--- src/rtl/dlx_decode_stage.sv ---
// dlx_decode_stage -- registered DLX instruction-decode stage between IF and EX.
//
// Takes one instruction per cycle over a valid/ready handshake, decodes it into
// EX control fields and holds them in an output register (1-cycle latency).
// A load followed by a dependent instruction gets one bubble. Flush drops the
// held bundle and any instruction offered in the same cycle. Unknown encodings
// come out with only `illegal` set.
//
// Ports:
//   clk, reset_n            clock (rising edge), async active-low reset
//   in_valid/in_ready       IF -> ID handshake; in_instr, in_pc are the payload
//   flush                   discard held and incoming instruction
//   out_valid/out_ready     ID -> EX handshake
//   out_pc, alu_op, rs1, rs2, rd, imm, imm_sel, mem_rd, mem_wr,
//   br_eqz, br_nez, jmp_abs, jmp_reg, illegal   decoded bundle
//   bubble_cnt              saturating count of inserted load-use bubbles
module dlx_decode_stage #(
  parameter int XLEN           = 32,
  parameter int LINK_REG       = 31,
  parameter int LOAD_USE_STALL = 1,
  parameter int CNT_W          = 16
) (
  input  logic             clk,
  input  logic             reset_n,
  input  logic             in_valid,
  output logic             in_ready,
  input  logic [31:0]      in_instr,
  input  logic [XLEN-1:0]  in_pc,
  input  logic             flush,
  output logic             out_valid,
  input  logic             out_ready,
  output logic [XLEN-1:0]  out_pc,
  output logic [4:0]       alu_op,
  output logic [4:0]       rs1,
  output logic [4:0]       rs2,
  output logic [4:0]       rd,
  output logic [XLEN-1:0]  imm,
  output logic             imm_sel,
  output logic             mem_rd,
  output logic             mem_wr,
  output logic             br_eqz,
  output logic             br_nez,
  output logic             jmp_abs,
  output logic             jmp_reg,
  output logic             illegal,
  output logic [CNT_W-1:0] bubble_cnt
);

  typedef struct packed {
    logic [XLEN-1:0] pc;
    logic [4:0]      alu_op;
    logic [4:0]      rs1;
    logic [4:0]      rs2;
    logic [4:0]      rd;
    logic [XLEN-1:0] imm;
    logic            imm_sel;
    logic            mem_rd;
    logic            mem_wr;
    logic            br_eqz;
    logic            br_nez;
    logic            jmp_abs;
    logic            jmp_reg;
    logic            illegal;
  } bundle_t;

  bundle_t          dec_d, bnd_q;
  logic             out_valid_q;
  logic             ld_pend_q, ld_pend_d;
  logic [4:0]       ld_rd_q;
  logic [CNT_W-1:0] cnt_q, cnt_d;

  logic             use_rs1, use_rs2, is_ld, legal;
  logic [5:0]       op, fn;
  logic [XLEN-1:0]  sext16, zext16, sext26;
  logic             src_hit, hazard, slot_free, accept;

  assign op     = in_instr[31:26];
  assign fn     = in_instr[5:0];
  assign sext16 = {{(XLEN-16){in_instr[15]}}, in_instr[15:0]};
  assign zext16 = {{(XLEN-16){1'b0}}, in_instr[15:0]};
  assign sext26 = {{(XLEN-26){in_instr[25]}}, in_instr[25:0]};

  // ---------------------------------------------------------------- decode
  always_comb begin
    dec_d    = '0;
    dec_d.pc = in_pc;
    use_rs1  = 1'b0;
    use_rs2  = 1'b0;
    is_ld    = 1'b0;
    legal    = 1'b1;
    case (op)
      6'h00: begin
        dec_d.rs1 = in_instr[25:21];
        dec_d.rs2 = in_instr[20:16];
        dec_d.rd  = in_instr[15:11];
        use_rs1   = 1'b1;
        use_rs2   = 1'b1;
        case (fn)
          6'h20:   dec_d.alu_op = 5'd1;
          6'h22:   dec_d.alu_op = 5'd2;
          6'h24:   dec_d.alu_op = 5'd3;
          6'h25:   dec_d.alu_op = 5'd4;
          6'h26:   dec_d.alu_op = 5'd5;
          6'h04:   dec_d.alu_op = 5'd6;
          6'h06:   dec_d.alu_op = 5'd7;
          6'h28:   dec_d.alu_op = 5'd10;
          6'h2c:   dec_d.alu_op = 5'd11;
          6'h2a:   dec_d.alu_op = 5'd12;
          6'h29:   dec_d.alu_op = 5'd13;
          6'h07:   dec_d.alu_op = 5'd14;
          default: legal = 1'b0;
        endcase
      end
      6'h08, 6'h0a, 6'h18, 6'h1c, 6'h1a, 6'h19,
      6'h0c, 6'h0d, 6'h0e, 6'h14, 6'h16, 6'h17, 6'h0f: begin
        dec_d.rs1     = in_instr[25:21];
        dec_d.rd      = in_instr[20:16];
        dec_d.imm_sel = 1'b1;
        dec_d.imm     = zext16;
        use_rs1       = 1'b1;
        case (op)
          6'h08:   begin dec_d.alu_op = 5'd1;  dec_d.imm = sext16; end
          6'h0a:   begin dec_d.alu_op = 5'd2;  dec_d.imm = sext16; end
          6'h18:   begin dec_d.alu_op = 5'd10; dec_d.imm = sext16; end
          6'h1c:   begin dec_d.alu_op = 5'd11; dec_d.imm = sext16; end
          6'h1a:   begin dec_d.alu_op = 5'd12; dec_d.imm = sext16; end
          6'h19:   begin dec_d.alu_op = 5'd13; dec_d.imm = sext16; end
          6'h0c:   dec_d.alu_op = 5'd3;
          6'h0d:   dec_d.alu_op = 5'd4;
          6'h0e:   dec_d.alu_op = 5'd5;
          6'h14:   dec_d.alu_op = 5'd6;
          6'h16:   dec_d.alu_op = 5'd7;
          6'h17:   dec_d.alu_op = 5'd14;
          default: dec_d.alu_op = 5'd0;   // LHI
        endcase
      end
      6'h23: begin  // LW
        dec_d.alu_op  = 5'd1;
        dec_d.rs1     = in_instr[25:21];
        dec_d.rd      = in_instr[20:16];
        dec_d.imm     = sext16;
        dec_d.imm_sel = 1'b1;
        dec_d.mem_rd  = 1'b1;
        use_rs1       = 1'b1;
        is_ld         = 1'b1;
      end
      6'h2b: begin  // SW: rs2 carries the store data
        dec_d.alu_op  = 5'd1;
        dec_d.rs1     = in_instr[25:21];
        dec_d.rs2     = in_instr[20:16];
        dec_d.imm     = sext16;
        dec_d.imm_sel = 1'b1;
        dec_d.mem_wr  = 1'b1;
        use_rs1       = 1'b1;
        use_rs2       = 1'b1;
      end
      6'h04, 6'h05: begin  // BEQZ/BNEZ: ALU tests rs1, imm is the PC offset
        dec_d.alu_op = (op == 6'h04) ? 5'd8 : 5'd9;
        dec_d.rs1    = in_instr[25:21];
        dec_d.imm    = sext16;
        dec_d.br_eqz = (op == 6'h04);
        dec_d.br_nez = (op == 6'h05);
        use_rs1      = 1'b1;
      end
      6'h12, 6'h13: begin  // JR/JALR
        dec_d.alu_op  = (op == 6'h13) ? 5'd15 : 5'd0;
        dec_d.rs1     = in_instr[25:21];
        dec_d.rd      = (op == 6'h13) ? 5'(LINK_REG) : 5'd0;
        dec_d.jmp_reg = 1'b1;
        use_rs1       = 1'b1;
      end
      6'h02, 6'h03: begin  // J/JAL
        dec_d.alu_op  = (op == 6'h03) ? 5'd15 : 5'd0;
        dec_d.rd      = (op == 6'h03) ? 5'(LINK_REG) : 5'd0;
        dec_d.imm     = sext26;
        dec_d.jmp_abs = 1'b1;
      end
      default: legal = 1'b0;
    endcase
    // illegal encodings carry no controls and no register reads
    if (!legal) begin
      dec_d         = '0;
      dec_d.pc      = in_pc;
      dec_d.illegal = 1'b1;
      use_rs1       = 1'b0;
      use_rs2       = 1'b0;
      is_ld         = 1'b0;
    end
  end

  // ------------------------------------------------------- hazard/handshake
  assign src_hit = ld_pend_q &&
                   ((use_rs1 && dec_d.rs1 != 5'd0 && dec_d.rs1 == ld_rd_q) ||
                    (use_rs2 && dec_d.rs2 != 5'd0 && dec_d.rs2 == ld_rd_q));
  assign hazard    = (LOAD_USE_STALL != 0) && in_valid && src_hit && !flush;
  assign slot_free = !out_valid_q || out_ready;
  assign in_ready  = reset_n && (flush || slot_free) && !hazard;
  assign accept    = in_valid && in_ready;

  assign ld_pend_d = is_ld && (dec_d.rd != 5'd0);
  assign cnt_d     = (cnt_q == {CNT_W{1'b1}}) ? cnt_q : cnt_q + CNT_W'(1);

  // ------------------------------------------------------------- registers
  always_ff @(posedge clk or negedge reset_n) begin
    if (!reset_n) begin
      out_valid_q <= 1'b0;
      bnd_q       <= '0;
      ld_pend_q   <= 1'b0;
      ld_rd_q     <= 5'd0;
      cnt_q       <= '0;
    end else if (flush) begin
      // an accepted instruction in this cycle is dropped, not loaded
      out_valid_q <= 1'b0;
      ld_pend_q   <= 1'b0;
    end else if (accept) begin
      bnd_q       <= dec_d;
      out_valid_q <= 1'b1;
      ld_pend_q   <= ld_pend_d;
      ld_rd_q     <= dec_d.rd;
    end else if (hazard && slot_free) begin
      // bubble: the load has moved on, so the dependent accepts next cycle
      out_valid_q <= 1'b0;
      ld_pend_q   <= 1'b0;
      cnt_q       <= cnt_d;
    end else if (out_ready) begin
      out_valid_q <= 1'b0;
    end
  end

  assign out_valid  = out_valid_q;
  assign out_pc     = bnd_q.pc;
  assign alu_op     = bnd_q.alu_op;
  assign rs1        = bnd_q.rs1;
  assign rs2        = bnd_q.rs2;
  assign rd         = bnd_q.rd;
  assign imm        = bnd_q.imm;
  assign imm_sel    = bnd_q.imm_sel;
  assign mem_rd     = bnd_q.mem_rd;
  assign mem_wr     = bnd_q.mem_wr;
  assign br_eqz     = bnd_q.br_eqz;
  assign br_nez     = bnd_q.br_nez;
  assign jmp_abs    = bnd_q.jmp_abs;
  assign jmp_reg    = bnd_q.jmp_reg;
  assign illegal    = bnd_q.illegal;
  assign bubble_cnt = cnt_q;

endmodule

--- config.mk ---
export PLATFORM = sky130hd
export DESIGN_NAME = dlx_decode_stage
export DESIGN_NICKNAME = d
export VERILOG_FILES = /design/src/rtl/dlx_decode_stage.sv
export SDC_FILE = /design/constraint.sdc
export NUM_CORES = 1
export LEC_CHECK = 0
export CAP_MARGIN = 0
export CORE_UTILIZATION = 40
export CTS_CLUSTER_DIAMETER = 150
export CTS_CLUSTER_SIZE = 40
export DETAILED_ROUTE_END_ITERATION = 10
export PLACE_DENSITY = 0.7
export SLEW_MARGIN = 5
export SYNTH_ARGS = -nofsm -noshare
export SYNTH_HDL_FRONTEND = slang
export SYNTH_SLANG_ARGS = --single-unit
--- constraint.sdc ---
create_clock -name clk -period 7.5 [get_ports clk]
set_input_delay 1.875 -clock clk [delete_from_list [all_inputs] [get_ports clk]]
set_output_delay 1.875 -clock clk [all_outputs]
set_load 0.02 [all_outputs]
# Word-level counts from Yosys, hierarchy flattened
# Index checks and enable logic that the tools add are counted.
# word_totals
word_cells	130
out_inout_bits	110
inputBits	69
regBits	110
# classes
n_bitwise	3
n_mux	34
eq_ne	36
n_addsub	1
n_reduce_logical	39
# ops
cell	n
$pmux 32 s3	1
$pmux 4 s12	2
$eq 6x6->1 const B	11
$mux 60	1
$eq 6x5->1 const B	9
$eq 6x4->1 const B	6
$mux 32	1
$eq 6x3->1 const B	5
$pmux 5 s6	1
$reduce_or 21->1	1
$mux 5	4
$pmux 5 s4	1
$reduce_or 20->1	1
$mux 1	19
$add 16x1->16 const B	1
$eq 16x16->1 const B	1
$reduce_bool 5->1	3
$reduce_or 15->1	1
$reduce_or 14->1	1
$reduce_or 13->1	1
$eq 6x2->1 const B	2
$logic_and 1x1->1	12
$reduce_or 12->1	1
$eq 5x5->1	2
other kinds (14)	25

# Longest topological paths before layout
# Gate-level depths: netlist of the first run.
# logic_depth
word_depth	17
ltp_mapped	12
ltp_nobuf	7

# Worst setup path before layout of the first run
# No wires, ideal clock.
# synth_path
path_type	input to output
start	input port in_instr[30]
end	output port in_ready
t_required_ns	5.625
cell_stages	8
arrival_time_ns	3.364
n_path_buf	2
slack_ns	2.261
path_cell_list	buf_6 buf_6 nor3b_1 o31ai_2 o311a_1 a211oi_2 or2_2 nor2_1
# synth_via
elab_chain_len	13
elab_cells_between_ends	47
classes_between	eq/ne: 23; mux: 8; reduce/logical: 16
# synth_rtl
element	line	text
start, declared	27	input logic [31:0] in_instr,
$eq 6x3->1 (tied with other cells)	91	case (op)
$reduce_or 21->1 (no source line) (tied with other cells)	-	
$pmux 1 s2 / $mux 5 (equally long branches)	91	
$mux 60	181	if (!legal) begin
$reduce_bool 5->1 (on tied branches)	193, 194	
$logic_and 1x1->1 (on tied branches) (2 in a row)	193, 194	
$logic_or 1x1->1 *	193	((use_rs1 && dec_d.rs1 != 5'd0 && dec_d.rs1 == ld_rd_q) ||
$logic_and 1x1->1 *	192	assign src_hit = ld_pend_q &&
$logic_and 1x1->1 * (2 in a row)	195	assign hazard = (LOAD_USE_STALL != 0) && in_valid && src_hit && !flush;
$logic_not 1->1 *	197	assign in_ready = reset_n && (flush || slot_free) && !hazard;
$logic_and 1x1->1 *	197	
end, declared	26	output logic in_ready,
# Every way passes the cells marked *; elsewhere a longest branch is shown, timed or not.

# Worst setup path after layout of the first run
# Ends and elaborated chain as after synthesis.

==> results of run 1 <==
report_power, final:
| group | internal [W] | total (W) | switching (W) |
|---|---|---|---|
| clock | 0.000259 | 0.000466 | 0.000207 |
| sequential | 0.000613 | 0.000646 | 0.0000323 |
| combinational | 0.000193 | 0.000387 | 0.000195 |
| total | 0.00107 | 0.00150 | 0.000434 |
per-stage QoR:
stage          total power [W]  worst slack [ns]  instance area (um2)   util  instances
2_1_floorplan         0.000844              2.26                 5240      -        538
3_3_place_gp           0.00104             0.824                 7030  0.555        851
3_5_place_dp           0.00105             0.796                 7030  0.555        851
4_1_cts                0.00152             0.788                 7320  0.577        867
5_1_grt                0.00156             0.550                 7320  0.577        867
6_report               0.00150             0.743                 7320  0.577        867
cell families after synthesis:
family                     share of synthesized area
AOI/OAI and AO/OA                              0.156
xor gates and xnor gates                      0.0485
adders and majority gates                    0.00621
buffers and inverters                         0.0538
DFF                                            0.492
muxes                                         0.0815
other                                       0.000716
and+or+nand+nor                                0.161
worst paths after layout:
| kind | slack, ns | to | from |
|---|---|---|---|
| worst max-delay path | 0.74 | in_ready | in_instr[30] |
| worst min-delay path | 0.48 | imm[15] | imm[15] |
| worst max register to register | 4.34 | imm[7] | ld_rd_q[4] |
| worst min register to register | 0.48 | imm[15] | imm[15] |
| max in group asynchronous | 4.79 | imm[23] | reset_n |
| min in group asynchronous | 1.47 | bubble_cnt[11] | reset_n |
synthesized netlist by cell type, types with 11 or more instances:
| cell | instances |
|---|---|
| a21o_1 | 11 |
| a21oi_1 | 24 |
| buf_2 | 12 |
| clkbuf_1 | 14 |
| dfrtp_1 | 103 |
| mux2_2 | 37 |
| nand2_1 | 100 |
| nor2_1 | 24 |
| nor3_1 | 11 |
| o21ai_0 | 52 |
| xnor2_1 | 15 |
| xor2_1 | 14 |
layer usage:
metal | track usage | routed length [um] | vias up
li1 | - | - | 2174
met1 | 0.287 | 6240 | 2193
met2 | 0.338 | 6650 | 177
met3 | 0.0685 | 1100 | 17
met4 | 0.0735 | 223 | 0
met5 | 0 | 0 | -
area by class of cell:
type	count	area (um2)
inverters	9	33.8
repair buffers	183	1810
multi-input cells	384	2390
clock buffers	11	233
well taps	172	215
fillers	1146	5360
clock inverters	5	56.3
flip-flops and latches	103	2580
critical path, delay by kind of cell:
kind	cells	cell delay, ns
and+or+nand+nor	3	0.91
buffers and inverters	2	1.36
AOI/OAI and AO/OA	3	0.74
==> results.yml, run 1 <==
timing:
  setup_viol: 0
  post-route-period-util: 0.901
  worst_pin_slew_ns: 1.17
  max_slew_margin: 0.212
  hold_ws_ns: 0.481
  timing.final.hold_violations: 0
  layout_min_cycle_time_ns: 6.76
  rsz0062_at_grt: "false"
  slew_viol_final: 0
  max_freq_mhz: 148
  skew_ns: 0.00724
  finalSetupTns_ns: 0
synthesis:
  synth_area_um2: 5240
  synth_nets: 608
  yosys-top-cells-area: "dfrtp_1, mux2_2, nand2_1"
  syn_inst: 538
  async_reset_ff_frac: 1.00
  syn_area_per_cell_um2: 9.73
  synth-seq-area-share: 0.492
  synth_top_flop_cell: "dfrtp_1"
  yosysWarnings: 0
  ys_ff_latch: 103
  synth_top_area_frac: 0.492
  yosysTopAreaCell: "dfrtp_1"
  synth.distinct_cells: 59
  synth_edf_count: 0
floorplan:
  die_h_um: 116
  rows: 41
  core_um2: 12700
  die_x_um: 116
  pin_count: 179
  initial_core_util: 0.413
  dieArea_um2: 13500
routing:
  drtAntennaViolNets: 0
  wl_per_cell_um: 16.4
  drc: 0
  drt_iter0_markers: 307
  viasPerCell: 5.26
  totalWireLength_um: 14200
  dr.pass1.iters: 5
  vias: 4561
setup_path:
  rr_worst_depth: 7
  critical_path_class: "primary input to output port"
  path_common_cell: "clkdlybuf4s50_1"
  critical_path.max_fanout: 22
  crit_slowest_cell: "clkdlybuf4s50_1"
  crit_chain: "clkdlybuf4s50_1 -> nor4bb_1 -> o21ai_0 -> o311a_1 -> a211oi_2 -> or2_2 -> nor2_1 -> clkdlybuf4s50_1"
  cp.required_ns: 5.62
  start_kind: "primary input"
  arrival_ns: 4.88
  critPathMaxStageDelay_ns: 0.82
  cp-end-kind: "output port"
global_route:
  overflow: 0
  grtUsageTotal: 0.217
  grt_pass1_wl_um: 22500
  grt_pass1_vias: 4365
  antenna_found_initial: 0
  grt_max_degree: 84
final_layout:
  n_antenna_cell: 0
  final_common_cell: "clkdlybuf4s50_1"
  final_cell_mix: "clkdlybuf4s50_1, dfrtp_1, nand2_1"
  finalNetCount: 760
  layout-drive-gt1-share: 0.0964
  largest_reg_flops: 32
  area_growth_pct: 39.7
clocking:
  ctsResizeCount: 0
  cts_tree: "built"
  numCtsBuffers: 9
  path_clk_slew_ns: 0.06
  clockRootBuffer: "clkbuf_16"
  cts_sinks: 103
  hold_buffers: 0
  clock_latency_ns: 0.35
  clockBufferDepth: 2
  htreeDepth: 3
  post_cts_buffers: 0
place:
  dp_hpwl_um: 10300
  port-buffer-count: 177
  place_congestion: 0.864
power_and_ir_drop:
  ir_drop_uv: 156
  power.density_nw_per_um2: 205
  leakagePower_nw: 3.05
min_path:
  hp-class: "register to register"
  hold_depth: 2
flow_run:
  cap_violations: 0
outcome:
  status: "finished, final reports clean"
No activity file was read; power rests on OpenSTA's default activity.
==> inputs of run 2 (changes only) <==
--- a/config.mk
+++ b/config.mk
@@ -5,11 +5,13 @@
 export SDC_FILE = /design/constraint.sdc
 export NUM_CORES = 1
 export LEC_CHECK = 0
+export ABC_AREA = 0
 export CAP_MARGIN = 0
 export CORE_UTILIZATION = 40
 export CTS_CLUSTER_DIAMETER = 150
 export CTS_CLUSTER_SIZE = 40
 export DETAILED_ROUTE_END_ITERATION = 10
+export GPL_ROUTABILITY_DRIVEN = 1
 export PLACE_DENSITY = 0.7
 export SLEW_MARGIN = 5
 export SYNTH_ARGS = -nofsm -noshare
==> constraint.sdc (replaced) <==
create_clock -name clk -period 8.2 [get_ports clk]
set_input_delay 2.05 -clock clk [delete_from_list [all_inputs] [get_ports clk]]
set_output_delay 2.05 -clock clk [all_outputs]
set_load 0.02 [all_outputs]
==> results.yml, run 2 (synthesis gave the netlist of run 1 again) <==
clocking:
  numCtsBuffers: 9
  clockBufferDepth: 2
  post_cts_buffers: 0
  cts_sinks: 103
  clock_latency_ns: 0.35
  htreeDepth: 3
  ctsResizeCount: 0
  path_clk_slew_ns: 0.06
  hold_buffers: 0
  clockRootBuffer: "clkbuf_16"
  cts_tree: "built"
routing:
  totalWireLength_um: 14100
  drtAntennaViolNets: 0
  drt_iter0_markers: 261
  vias: 4491
  dr.pass1.iters: 4
  viasPerCell: 5.18
  drc: 0
  wl_per_cell_um: 16.2
setup_path:
  critical_path_class: "primary input to output port"
  cpLargestDelayFamily: "buffers and inverters"
  arrival_ns: 5.05
  cp-end-kind: "output port"
  crit_chain: "clkdlybuf4s50_1 -> nor4bb_1 -> o21ai_0 -> o311a_1 -> a211oi_2 -> or2_2 -> nor2_1 -> clkdlybuf4s50_1"
  critPathMaxStageDelay_ns: 0.81
  cp.required_ns: 6.15
  path_common_cell: "clkdlybuf4s50_1"
  critical_path.max_fanout: 20
  path_buf_inv: 2
  crit_slowest_cell: "clkdlybuf4s50_1"
  start_kind: "primary input"
power_and_ir_drop:
  leakagePower_nw: 3.03
  ir_drop_uv: 134
  power.density_nw_per_um2: 184
place:
  dp_hpwl_um: 10300
  port-buffer-count: 177
  dp_cells: 851
  place_congestion: 0.838
min_path:
  hp-class: "register to register"
floorplan:
  pin_count: 179
  die_h_um: 116
  rows: 41
  die_x_um: 116
  initial_core_util: 0.413
  dieArea_um2: 13500
  core_um2: 12700
global_route:
  grt_max_degree: 92
  grt_pass1_wl_um: 22500
  grtUsageTotal: 0.216
  overflow: 0
  antenna_found_initial: 0
  grt_pass1_vias: 4398
timing:
  max_slew_margin: 0.189
  layout_min_cycle_time_ns: 7.10
  post-route-period-util: 0.866
  skew_ns: 0.00729
  slew_viol_final: 0
  setup_viol: 0
  finalSetupTns_ns: 0
  worst_pin_slew_ns: 1.21
  hold_ws_ns: 0.481
  rsz0062_at_grt: "false"
  timing.final.hold_violations: 0
  max_freq_mhz: 141
final_layout:
  layout-drive-gt1-share: 0.0964
  largest_reg_flops: 32
  n_antenna_cell: 0
  instances_no_fill: 867
  area_growth_pct: 39.3
  finalNetCount: 760
  final_cell_mix: "clkdlybuf4s50_1, dfrtp_1, nand2_1"
  final_common_cell: "clkdlybuf4s50_1"
flow_run:
  cap_violations: 0
outcome:
  status: "finished, final reports clean"
run 2: cell count changes in the layout (fill, tap and decap cells not counted), sizes merged:
cell	previous run	this run
bufinv	1	0
clkinvlp	1	2
run 2: per-layer routing:
layer / track usage / part of all wire
met5: 0 / 0
met1: 0.287 / 0.44
met3: 0.0669 / 0.076
met2: 0.338 / 0.47
met4: 0.0675 / 0.014
run 2: worst paths after layout:
path / from / end / slack (ns) / cells past startpoint
max reg2reg: ld_rd_q[4] / out_pc[23] / 4.83 / 7
min in group asynchronous: reset_n / bubble_cnt[9] / 1.65 / 1
max: in_instr[30] / in_ready / 1.10 / 8
min reg2reg: imm[8] / imm[8] / 0.48 / 2
max in group asynchronous: reset_n / alu_op[3] / 5.30 / 2
min: imm[8] / imm[8] / 0.48 / 2
run 2: layout make-up:
type | count | area [um2]
clock buffer | 11 | 233
sequential | 103 | 2580
fill | 1157 | 5380
clock inverter | 5 | 33.8
multi-input combinational | 384 | 2390
timing repair buffer | 183 | 1810
tap | 172 | 215
inverter | 9 | 33.8
run 2: power by group:
group | internal (W) | leakage [nW] | switching [W]
Combinational | 0.000176 | 1.57 | 0.000178
Sequential | 0.000561 | 1.34 | 0.0000292
Clock | 0.000206 | 0.126 | 0.000190
Total | 0.000943 | 3.03 | 0.000397
run 2: stage by stage:
stage	power (W)	utilization	setup slack, ns	instance area (um2)
4_1_cts	0.00136	0.576	1.16	7290
5_1_grt	0.00140	0.576	0.914	7290
3_3_place_gp	0.000949	0.555	1.20	7030
3_5_place_dp	0.000956	0.555	1.17	7030
6_report	0.00134	0.576	1.10	7290
2_1_floorplan	0.000772	-	2.61	5240
run 2: worst reg2reg max path, stage by stage (launching register included):
cell      delay (ns)
dfrtp_1         0.45
xnor2_1         0.18
nand4_1         0.10
or4_1           0.43
a211oi_2        0.33
or4_4           0.79
buf_4           0.57
mux2_2          0.41
